**src/rtl/fft_pkg.sv**
```systemverilog
// ============================================================================
// fft_pkg : shared state encoding and index helpers for the FFT bank control
// Rev 1.0 | optional FFT_BANK_CTRL_BITREV_EN adds the OUTPUT state
// ============================================================================
`default_nettype none

package fft_pkg;

  typedef enum logic [2:0] {
    ST_IDLE   = 3'd0,
    ST_READ   = 3'd1,
    ST_WAIT   = 3'd2,
    ST_WRITE  = 3'd3,
    ST_DONE   = 3'd4
`ifdef FFT_BANK_CTRL_BITREV_EN
    , ST_OUTPUT = 3'd5
`endif
  } fft_state_t;

  // Bank holding an element: parity of its index bits
  function automatic logic fft_bank(input logic [31:0] idx);
    return ^idx;
  endfunction

  // Reverse the low w bits of v
  function automatic logic [31:0] fft_bitrev(input logic [31:0] v, input int w);
    logic [31:0] r;
    r = '0;
    for (int b = 0; b < 32; b++) begin
      if (b < w) r = {r[30:0], v[b]};
    end
    return r;
  endfunction

endpackage

`default_nettype wire

```
**src/rtl/fft_addr_gen.sv**
```systemverilog
// ============================================================================
// fft_addr_gen : butterfly operand index, bank and twiddle address generation
// Rev 1.0 | combinational, driven by stage and butterfly counters
// ============================================================================
`default_nettype none

module fft_addr_gen
  import fft_pkg::*;
#(
  parameter int R  = 5,
  parameter int SW = 3
) (
  input  logic [SW-1:0] i_stage,
  input  logic [R-2:0]  i_k,
  output logic [R-2:0]  o_addr0,
  output logic [R-2:0]  o_addr1,
  output logic [R-2:0]  o_tw_addr,
  output logic          o_swap
);

  logic [R-1:0] w_k;
  logic [R-1:0] w_bit;
  logic [R-1:0] w_mask;
  logic [R-1:0] w_lower;
  logic [R-1:0] w_upper;
  logic         w_swap;

  // w_bit marks position p = R-1-stage where the 0/1 is inserted
  assign w_k     = {1'b0, i_k};
  assign w_bit   = R'(1) << (R - 1 - int'(i_stage));
  assign w_mask  = w_bit - R'(1);
  assign w_lower = ((w_k & ~w_mask) << 1) | (w_k & w_mask);
  assign w_upper = w_lower | w_bit;
  assign w_swap  = fft_bank(32'(w_lower));

  assign o_swap    = w_swap;
  assign o_addr0   = w_swap ? w_upper[R-1:1] : w_lower[R-1:1];
  assign o_addr1   = w_swap ? w_lower[R-1:1] : w_upper[R-1:1];
  assign o_tw_addr = (i_k & w_mask[R-2:0]) << i_stage;

endmodule

`default_nettype wire

```
**src/rtl/fft_bank_ctrl.sv**
```systemverilog
// ============================================================================
// fft_bank_ctrl : in-place radix-2 DIF FFT sequencer over two memory banks
// Rev 1.0 | define FFT_BANK_CTRL_BITREV_EN for bit-reversed OUTPUT readout
// ============================================================================
`default_nettype none

module fft_bank_ctrl
  import fft_pkg::*;
#(
  parameter int R      = 5,
  parameter int BF_LAT = 2
) (
  input  logic                 i_clk,
  input  logic                 i_rst_n,
  input  logic                 i_start,
  output logic                 o_busy,
  output logic                 o_done,
  output logic [$clog2(R)-1:0] o_stage,
  output logic [R-2:0]         o_addr0,
  output logic [R-2:0]         o_addr1,
  output logic                 o_w_en0,
  output logic                 o_w_en1,
  output logic                 o_swap,
  output logic [R-2:0]         o_tw_addr,
`ifdef FFT_BANK_CTRL_BITREV_EN
  output logic                 o_out_valid,
  output logic                 o_out_bank,
`endif
  output logic                 o_bf_valid
);

  localparam int SW = $clog2(R);

  fft_state_t    r_state;
  fft_state_t    w_next;
  logic [SW-1:0] r_s;
  logic [R-2:0]  r_k;
  logic [3:0]    r_wcnt;
  logic          w_k_last;
  logic          w_s_last;
  logic          w_wait_last;
  logic [R-2:0]  w_ga0;
  logic [R-2:0]  w_ga1;
  logic [R-2:0]  w_gtw;
  logic          w_gswap;

  assign w_k_last    = &r_k;
  assign w_s_last    = (r_s == SW'(R - 1));
  assign w_wait_last = (r_wcnt == 4'(BF_LAT - 1));
  assign o_stage     = r_s;

  fft_addr_gen #(.R(R), .SW(SW)) u_addr_gen (
    .i_stage   (r_s),
    .i_k       (r_k),
    .o_addr0   (w_ga0),
    .o_addr1   (w_ga1),
    .o_tw_addr (w_gtw),
    .o_swap    (w_gswap)
  );

`ifdef FFT_BANK_CTRL_BITREV_EN
  logic [R-1:0] r_m;
  logic [R-1:0] w_ridx;
  logic         w_rbank;
  logic         r_out_valid;
  logic         r_out_bank;

  assign w_ridx      = R'(fft_bitrev(32'(r_m), R));
  assign w_rbank     = fft_bank(32'(w_ridx));
  assign o_out_valid = r_out_valid;
  assign o_out_bank  = r_out_bank;

  // Readout data appears one cycle after the bank read
  always_ff @(posedge i_clk or negedge i_rst_n) begin
    if (!i_rst_n) begin
      r_m         <= '0;
      r_out_valid <= 1'b0;
      r_out_bank  <= 1'b0;
    end else begin
      r_out_valid <= (r_state == ST_OUTPUT);
      r_out_bank  <= (r_state == ST_OUTPUT) && w_rbank;
      if (r_state == ST_OUTPUT) r_m <= r_m + R'(1);
    end
  end
`endif

  always_ff @(posedge i_clk or negedge i_rst_n) begin
    if (!i_rst_n) r_state <= ST_IDLE;
    else          r_state <= w_next;
  end

  always_ff @(posedge i_clk or negedge i_rst_n) begin
    if (!i_rst_n) begin
      r_s    <= '0;
      r_k    <= '0;
      r_wcnt <= '0;
    end else begin
      r_wcnt <= (r_state == ST_WAIT) ? r_wcnt + 4'd1 : 4'd0;
      if (r_state == ST_WRITE) begin
        r_k <= r_k + (R-1)'(1);
        if (w_k_last) r_s <= w_s_last ? '0 : r_s + SW'(1);
      end
    end
  end

  always_comb begin
    w_next     = r_state;
    o_busy     = 1'b0;
    o_done     = 1'b0;
    o_addr0    = '0;
    o_addr1    = '0;
    o_w_en0    = 1'b0;
    o_w_en1    = 1'b0;
    o_swap     = 1'b0;
    o_tw_addr  = '0;
    o_bf_valid = 1'b0;
    case (r_state)
      ST_IDLE: if (i_start) w_next = ST_READ;
      ST_READ, ST_WAIT, ST_WRITE: begin
        o_busy    = 1'b1;
        o_addr0   = w_ga0;
        o_addr1   = w_ga1;
        o_swap    = w_gswap;
        o_tw_addr = w_gtw;
        if (r_state == ST_READ) begin
          w_next = ST_WAIT;
        end else if (r_state == ST_WAIT) begin
          o_bf_valid = (r_wcnt == 4'd0);
          if (w_wait_last) w_next = ST_WRITE;
        end else begin
          o_w_en0 = 1'b1;
          o_w_en1 = 1'b1;
          if (w_k_last && w_s_last) begin
`ifdef FFT_BANK_CTRL_BITREV_EN
            w_next = ST_OUTPUT;
`else
            w_next = ST_DONE;
`endif
          end else begin
            w_next = ST_READ;
          end
        end
      end
`ifdef FFT_BANK_CTRL_BITREV_EN
      ST_OUTPUT: begin
        o_busy = 1'b1;
        if (w_rbank) o_addr1 = w_ridx[R-1:1];
        else         o_addr0 = w_ridx[R-1:1];
        if (&r_m) w_next = ST_DONE;
      end
`endif
      ST_DONE: begin
        o_done = 1'b1;
        w_next = ST_IDLE;
      end
      default: w_next = ST_IDLE;
    endcase
  end

endmodule

`default_nettype wire

```
**config.mk**
```make
export PLATFORM = sky130hd
export DESIGN_NAME = fft_bank_ctrl
export DESIGN_NICKNAME = d
export VERILOG_FILES = /design/src/rtl/fft_pkg.sv /design/src/rtl/fft_addr_gen.sv /design/src/rtl/fft_bank_ctrl.sv
export SDC_FILE = /design/constraint.sdc
export NUM_CORES = 1
export LEC_CHECK = 0
export CAP_MARGIN = 20
export CORE_ASPECT_RATIO = 1.25
export CORE_MARGIN = 2
export CORE_UTILIZATION = 25
export DETAILED_ROUTE_END_ITERATION = 10
export PLACE_DENSITY_LB_ADDON = 0.05
export SYNTH_ARGS = -nofsm -noshare
export SYNTH_HDL_FRONTEND = slang
export SYNTH_SLANG_ARGS = --single-unit
```
**constraint.sdc**
```tcl
create_clock -name i_clk -period 4.1 [get_ports i_clk]
set_input_delay 0.615 -clock i_clk [delete_from_list [all_inputs] [get_ports i_clk]]
set_output_delay 0.615 -clock i_clk [all_outputs]
set_load 0.005 [all_outputs]
```
**Yosys cells after proc, flatten, opt, wreduce, memory -nomap -nowiden**

Index checks and enable logic that the tools add are counted.

- Add/sub/neg operators: 5
- Multiply operators: 0
- Divide/modulo/power cells: 0
- Order comparisons: 0
- Eq/ne operators: 8
- Shift operators: 2
- Mux-type cells: 22
- Bitwise logic cells: 6
- Reductions and logical operators: 8

Operators by type and width:

| kind | count |
|---|---|
| parity 32 bit | 1 |
| left shift 1 x 32 -> 5 bit, first input constant | 1 |
| two-way mux 4 bit | 6 |
| two-way mux 3 bit | 6 |
| bitwise OR 5 bit | 2 |
| two-way mux 1 bit | 9 |
| adder 4 x 1 -> 4 bit, second input constant | 2 |
| bitwise AND 4 bit | 2 |
| == test 3 x 2 -> 1 bit, second input constant | 2 |
| == test 3 bit, second input constant | 2 |
| one-hot mux 3 bit (2 select lines) | 1 |
| bitwise AND 4 x 5 -> 5 bit | 1 |
| AND reduction 5 bit | 1 |
| subtractor 5 x 1 -> 5 bit, second input constant | 1 |
| == test 4 x 1 -> 1 bit, second input constant | 1 |
| logical NOT 4 bit | 1 |
| != test 4 bit, second input constant | 1 |
| inverter 4 bit | 1 |
| AND reduction 4 bit | 1 |
| left shift 4 x 3 -> 4 bit | 1 |
| subtractor 3 x 3 -> 4 bit, first input constant | 1 |
| adder 3 x 1 -> 3 bit, second input constant | 1 |
| == test 3 x 1 -> 1 bit, second input constant | 1 |
| logical NOT 3 bit | 1 |
| other kinds (4) | 4 |

- Bits in registers: 14
- Latch bits: 0
- Bits in writable memories: 0
- Bits in read-only memories: 0
- Bits of input ports: 3
- Output and inout port bits: 21
- Logic and storage cells: 55
- Memories: 0

**Depth between registers and ports, before layout**

- Word-level depth: 9
- Mapped depth: 13
- Depth with buffers taken out: 12

**Modules after synthesis**

Synthesis repeated with hierarchy kept, for this count alone.

- Cells, all modules: 152
- Area total of the unflattened synthesis: 1,357.6 um^2

By module, submodules not included:

| module | times used | cells each | area each (um^2) | sequential area each (um^2) |
|---|---|---|---|---|
| fft_bank_ctrl | 1 | 79 | 852.1 | 350.3 |
| fft_addr_gen | 1 | 73 | 505.5 | 0.0 |

**Worst setup path after synthesis**

No wires, ideal clock.

- Path kind: register to output
- Start: register r_s[0], in the netlist o_stage[0]
- End: output o_addr0[0]
- Arrival time: 3,322 ps
- Data required time: 3,485 ps
- Setup slack: 163 ps
- Stages on the path, launching flop included: 12
- Path buffers: 1
- Cells stage by stage: dfrtp_1 > buf_2 > inv_1 > ha_1 > ha_1 > a2111oi_2 > inv_1 > ha_1 > o311ai_0 > o311ai_4 > xor2_1 > o21ai_1

- Longest elaborated chain between the ends: 9
- Elaborated cells between the ends (all ways): 11
- Classes of those cells: 2 x add/sub; 1 x shift; 2 x mux; 5 x bitwise; 1 x reduce/logical

Ends and longest elaborated chain:

| what | line | source |
|---|---|---|
| start: declaration | fft_bank_ctrl.sv:36 | `logic [SW-1:0] r_s;` |
| start signal: assignment | fft_bank_ctrl.sv:101 | `if (w_k_last) r_s <= w_s_last ? '0 : r_s + SW'(1);` |
| subtractor 3 x 3 -> 4 bit * | fft_addr_gen.sv:30 | `assign w_bit = R'(1) << (R - 1 - int'(i_stage));` |
| left shift 1 x 32 -> 5 bit * | fft_addr_gen.sv:30 |  |
| subtractor 5 x 1 -> 5 bit | fft_addr_gen.sv:31 | `assign w_mask = w_bit - R'(1);` |
| inverter 4 bit | fft_addr_gen.sv:32 | `assign w_lower = ((w_k & ~w_mask) << 1) \| (w_k & w_mask);` |
| bitwise AND 4 bit | fft_addr_gen.sv:32 |  |
| bitwise OR 5 bit | fft_addr_gen.sv:32 |  |
| parity 32 bit / bitwise OR 5 bit (equally long branches) | fft_pkg.sv:22, fft_addr_gen.sv:33 |  |
| two-way mux 4 bit * | fft_addr_gen.sv:37 | `assign o_addr0 = w_swap ? w_upper[R-1:1] : w_lower[R-1:1];` |
| two-way mux 4 bit * | fft_bank_ctrl.sv:117 | `case (r_state)` |
| end: declaration | fft_bank_ctrl.sv:19 | `output logic [R-2:0] o_addr0,` |

Every way passes the cells marked *; elsewhere a longest branch is shown, timed or not.

**Final worst setup path**

- Start: register r_s[0], in the netlist o_stage[0]
- End: output o_swap

- Longest elaborated chain between the ends: 8
- Elaborated cells between the ends (all ways): 9
- Classes of those cells: 2 x add/sub; 1 x shift; 1 x mux; 4 x bitwise; 1 x reduce/logical

Ends and longest elaborated chain:

| what | line | source |
|---|---|---|
| subtractor 3 x 3 -> 4 bit * | fft_addr_gen.sv:30 |  |
| left shift 1 x 32 -> 5 bit * | fft_addr_gen.sv:30 |  |
| subtractor 5 x 1 -> 5 bit * | fft_addr_gen.sv:31 |  |
| inverter 4 bit | fft_addr_gen.sv:32 |  |
| bitwise AND 4 bit | fft_addr_gen.sv:32 |  |
| bitwise OR 5 bit * | fft_addr_gen.sv:32 |  |
| parity 32 bit * | fft_pkg.sv:22 | `return ^idx;` |
| two-way mux 1 bit * | fft_bank_ctrl.sv:117 |  |
| end: declaration | fft_bank_ctrl.sv:23 | `output logic o_swap,` |

Marks and branches as above.

==> flow_metrics.py <==
metrics = {
    "sta": {
        "maxSlewViolCount": 0,
        "finalCriticalPeriod_ps": 3980,
        "hold_viol": 0,
        "setup_viol": 0,
        "tightest_slew_ps": 650,
        "finalSetupTns_ps": 0,
        "fin_crit_sh_pct": 97.0,
        "slew-limit-headroom_pct": 56.6,
        "fin_skew_ps": 2.82,
        "fmax_ghz": 0.252,
    },
    "cells_and_area": {
        "drive_gt1_share_pct": 21.6,
        "final_cells": 236,
        "layout_common_cells": "18 x nand2_1, 18 x clkdlybuf4s50_1, 16 x nor2_1",
        "nNetsFinal": 188,
        "fill_cells": 510,
        "final_area_mm2": 0.00173,
        "antennaDiodeCount": 0,
        "area_growth_pct": 41.7,
        "final_util_pct": 36.7,
    },
    "placement": {
        "numPlacedInstances": 231,
        "numPortBuffers": 23,
        "postPlaceCellArea_mm2": 0.00155,
        "place_hpwl_um": 2500,
        "place_congestion": 0.784,
    },
    "worst_setup_path": {
        "path_class": "register to primary output",
        "critPathCaptureType": "primary output",
        "cp_data_required_time_ps": 3480,
        "cp.arrival_ps": 3360,
        "cpMostUsedCell": "ha_4",
        "path_max_fanout": 6,
        "max_stage_delay_ps": 500,
        "slowest_stage": "clkdlybuf4s50_1",
        "cp-start-kind": "register",
        "cp_top_family": "buffers and inverters",
        "path_buf_inv": 4,
        "path_cells": "inv_2, ha_2, ha_4, nand2b_1, or3_4, ha_4, nand3b_1, o311ai_2, buf_4, o311ai_4, buf_12, xor2_2, nor2_1, clkdlybuf4s50_1",
    },
    "clock_network": {
        "numCtsBuffers": 3,
        "clockBufferDepth": 2,
        "clk_pin_slew_ps": 60,
        "tritoncts": "built",
        "cts_max_level": 1,
        "cts-root-buf": "clkbuf_8",
        "ctsHoldBuffers": 0,
        "clock_latency_ps": 240,
        "cts.sinks": 14,
    },
    "routing": {
        "via_per_inst": 4.82,
        "dr.pass1.iters": 4,
        "drc": 0,
        "drt_iter0_drc": 19,
        "vias": 1138,
        "wire_per_inst_um": 13.3,
        "finalWirelength_um": 3150,
        "ant_nets": 0,
    },
    "global_routing": {
        "use_met2_pct": 24.2,
        "grtUsageTotal_pct": 12.6,
        "antenna_found_initial": 0,
        "grt_use_met3_pct": 1.08,
        "grt_first_pass_wirelength_um": 5260,
        "overflow": 0,
        "grt_use_met1_pct": 13.7,
        "busiest_layer": "met2",
        "grt_max_degree": 15,
        "grt_pass1_vias": 1114,
    },
    "logic_synthesis": {
        "async_flop_share_pct": 100,
        "synth.avg_cell_area_um2": 8.38,
        "yosys.area.top_type": "dfrtp_1",
        "seq_area_frac_synth_pct": 28.6,
        "synth_flop_cell": "dfrtp_1",
        "ys.warnings.count": 0,
        "synth-edff-count": 0,
        "syn_inst": 146,
        "synth_area_mm2": 0.00122,
        "ys_ff_latch": 14,
        "synthDistinctLibCells": 40,
        "yosysTopAreaCellShare_pct": 28.6,
        "yosys-top-cells-area": "dfrtp_1 29%, ha_1 8.2%, xnor2_1 5.7%",
        "syn_nets": 157,
    },
    "power": {
        "switching_share_pct": 41.0,
        "switching_power_uw": 618,
        "max-vdd-ir-drop_mv": 0.325,
        "p_per_area_mw_per_mm2": 869,
        "p_leak_nw": 0.768,
        "comb_power_share_pct": 74.1,
        "internal-power_uw": 888,
        "clockPowerShare_pct": 8.7,
        "seqPwrFrac_pct": 17.3,
    },
    "floorplanning": {
        "die_h_um": 82.2,
        "core_mm2": 0.00473,
        "start_util_pct": 25.9,
        "io_pins": 24,
        "rows": 28,
        "die-area_mm2": 0.00547,
        "dieWidth_um": 66.6,
    },
    "run": {
        "maxCapViolations": 0,
    },
    "status": {
        "status": "finished clean",
    },
    "worst_hold_path": {
        "hold_class": "register to register",
    },
}
==> repair_timing <==
item                       in CTS  in global routing
pin swaps                       0                  1
resized for setup               4                 18
setup endpoints to repair       9                  9
buffers inserted                0                  1
==> layout make-up <==
cell class / count / area, um2 / share of cell area [%]
inverters: 8 / 30.0 / 1.73
well taps: 60 / 75.1 / 4.33
multi-input cells: 117 / 893 / 51.5
clock buffers: 4 / 55.1 / 3.17
flip-flops and latches: 14 / 350 / 20.2
repair buffers: 33 / 330 / 19.0
==> path summary, 6_finish.rpt <==
kind                                         from                      to  slack [ps]  cells past startpoint
min in group asynchronous                 i_rst_n  r_state[1]$_DFFE_PN0P_         780                      1
max                        o_stage[0]$_DFFE_PN0P_                  o_swap         120                     14
min reg2reg                   r_wcnt[0]$_DFF_PN0_     r_wcnt[0]$_DFF_PN0_         530                      1
min                           r_wcnt[0]$_DFF_PN0_     r_wcnt[0]$_DFF_PN0_         530                      1
max in group asynchronous                 i_rst_n  o_stage[1]$_DFFE_PN0P_        2910                      1
max reg2reg                o_stage[0]$_DFFE_PN0P_  o_stage[1]$_DFFE_PN0P_        2400                      6
==> worst reg2reg max path: stages (launching register included) <==
cell and delay [ps]:
dfrtp_1 350, inv_2 60, ha_2 340, buf_4 160, inv_1 70, or4_1 530, o21ai_0 100
==> kinds of logic after synthesis <==
family / Yosys count / synth area share, %
flip-flops: 14 / 28.6
buffers and inverters: 15 / 5.93
multiplexers: 1 / 0.818
adder cells (fa/ha/maj): 8 / 8.18
AND/OR/NAND/NOR: 66 / 27.5
XOR/XNOR: 14 / 10.0
AO/OA/AOI/OAI: 28 / 18.9
==> Yosys cell counts, drive strengths merged, types with 2 or more instances <==
| master | count |
|---|---|
| xor2 | 6 |
| o21a | 2 |
| nand3 | 4 |
| dfrtp | 14 |
| o311ai | 2 |
| and3 | 3 |
| o21ai | 9 |
| and2 | 4 |
| o22ai | 5 |
| a21oi | 3 |
| or4 | 2 |
| nor2 | 17 |
| inv | 8 |
| or2 | 2 |
| nand2 | 19 |
| nand4 | 4 |
| nand3b | 2 |
| nand2b | 2 |
| nor2b | 2 |
| ha | 8 |
| clkbuf | 3 |
| buf | 4 |
| a21o | 3 |
| xnor2 | 8 |
==> sequential cells by signal, indices dropped and copies added, names as in the netlist <==
signal and count:
o_stage 3, r_state 3, r_k 4, r_wcnt 4
==> routing by layer <==
metal,up-vias,wire [um]
met5,-,0
met1,546,1260
met4,0,53
li1,562,-
met3,6,89
met2,24,1740
==> power groups by stage <==
| stage | Combinational [mW] | Sequential [mW] | Clock, mW |
|---|---|---|---|
| floorplan | 0.606 | 0.224 | 0 |
| global placement | 0.993 | 0.259 | 0 |
| detailed placement | 0.998 | 0.261 | 0 |
| CTS | 1.02 | 0.258 | 0.136 |
| global route | 1.23 | 0.270 | 0.144 |
| finish | 1.12 | 0.260 | 0.131 |
==> per-stage QoR <==
step | total power [mW] | setup WS, ps | hold slack [ps]
3_5_place_dp | 1.26 | 113 | 527
2_1_floorplan | 0.830 | 163 | 319
5_1_grt | 1.65 | -25.3 | 564
4_1_cts | 1.42 | 5.02 | 536
6_report | 1.51 | 124 | 534
3_3_place_gp | 1.25 | 176 | 502
Power figures use the tool's default switching activity.
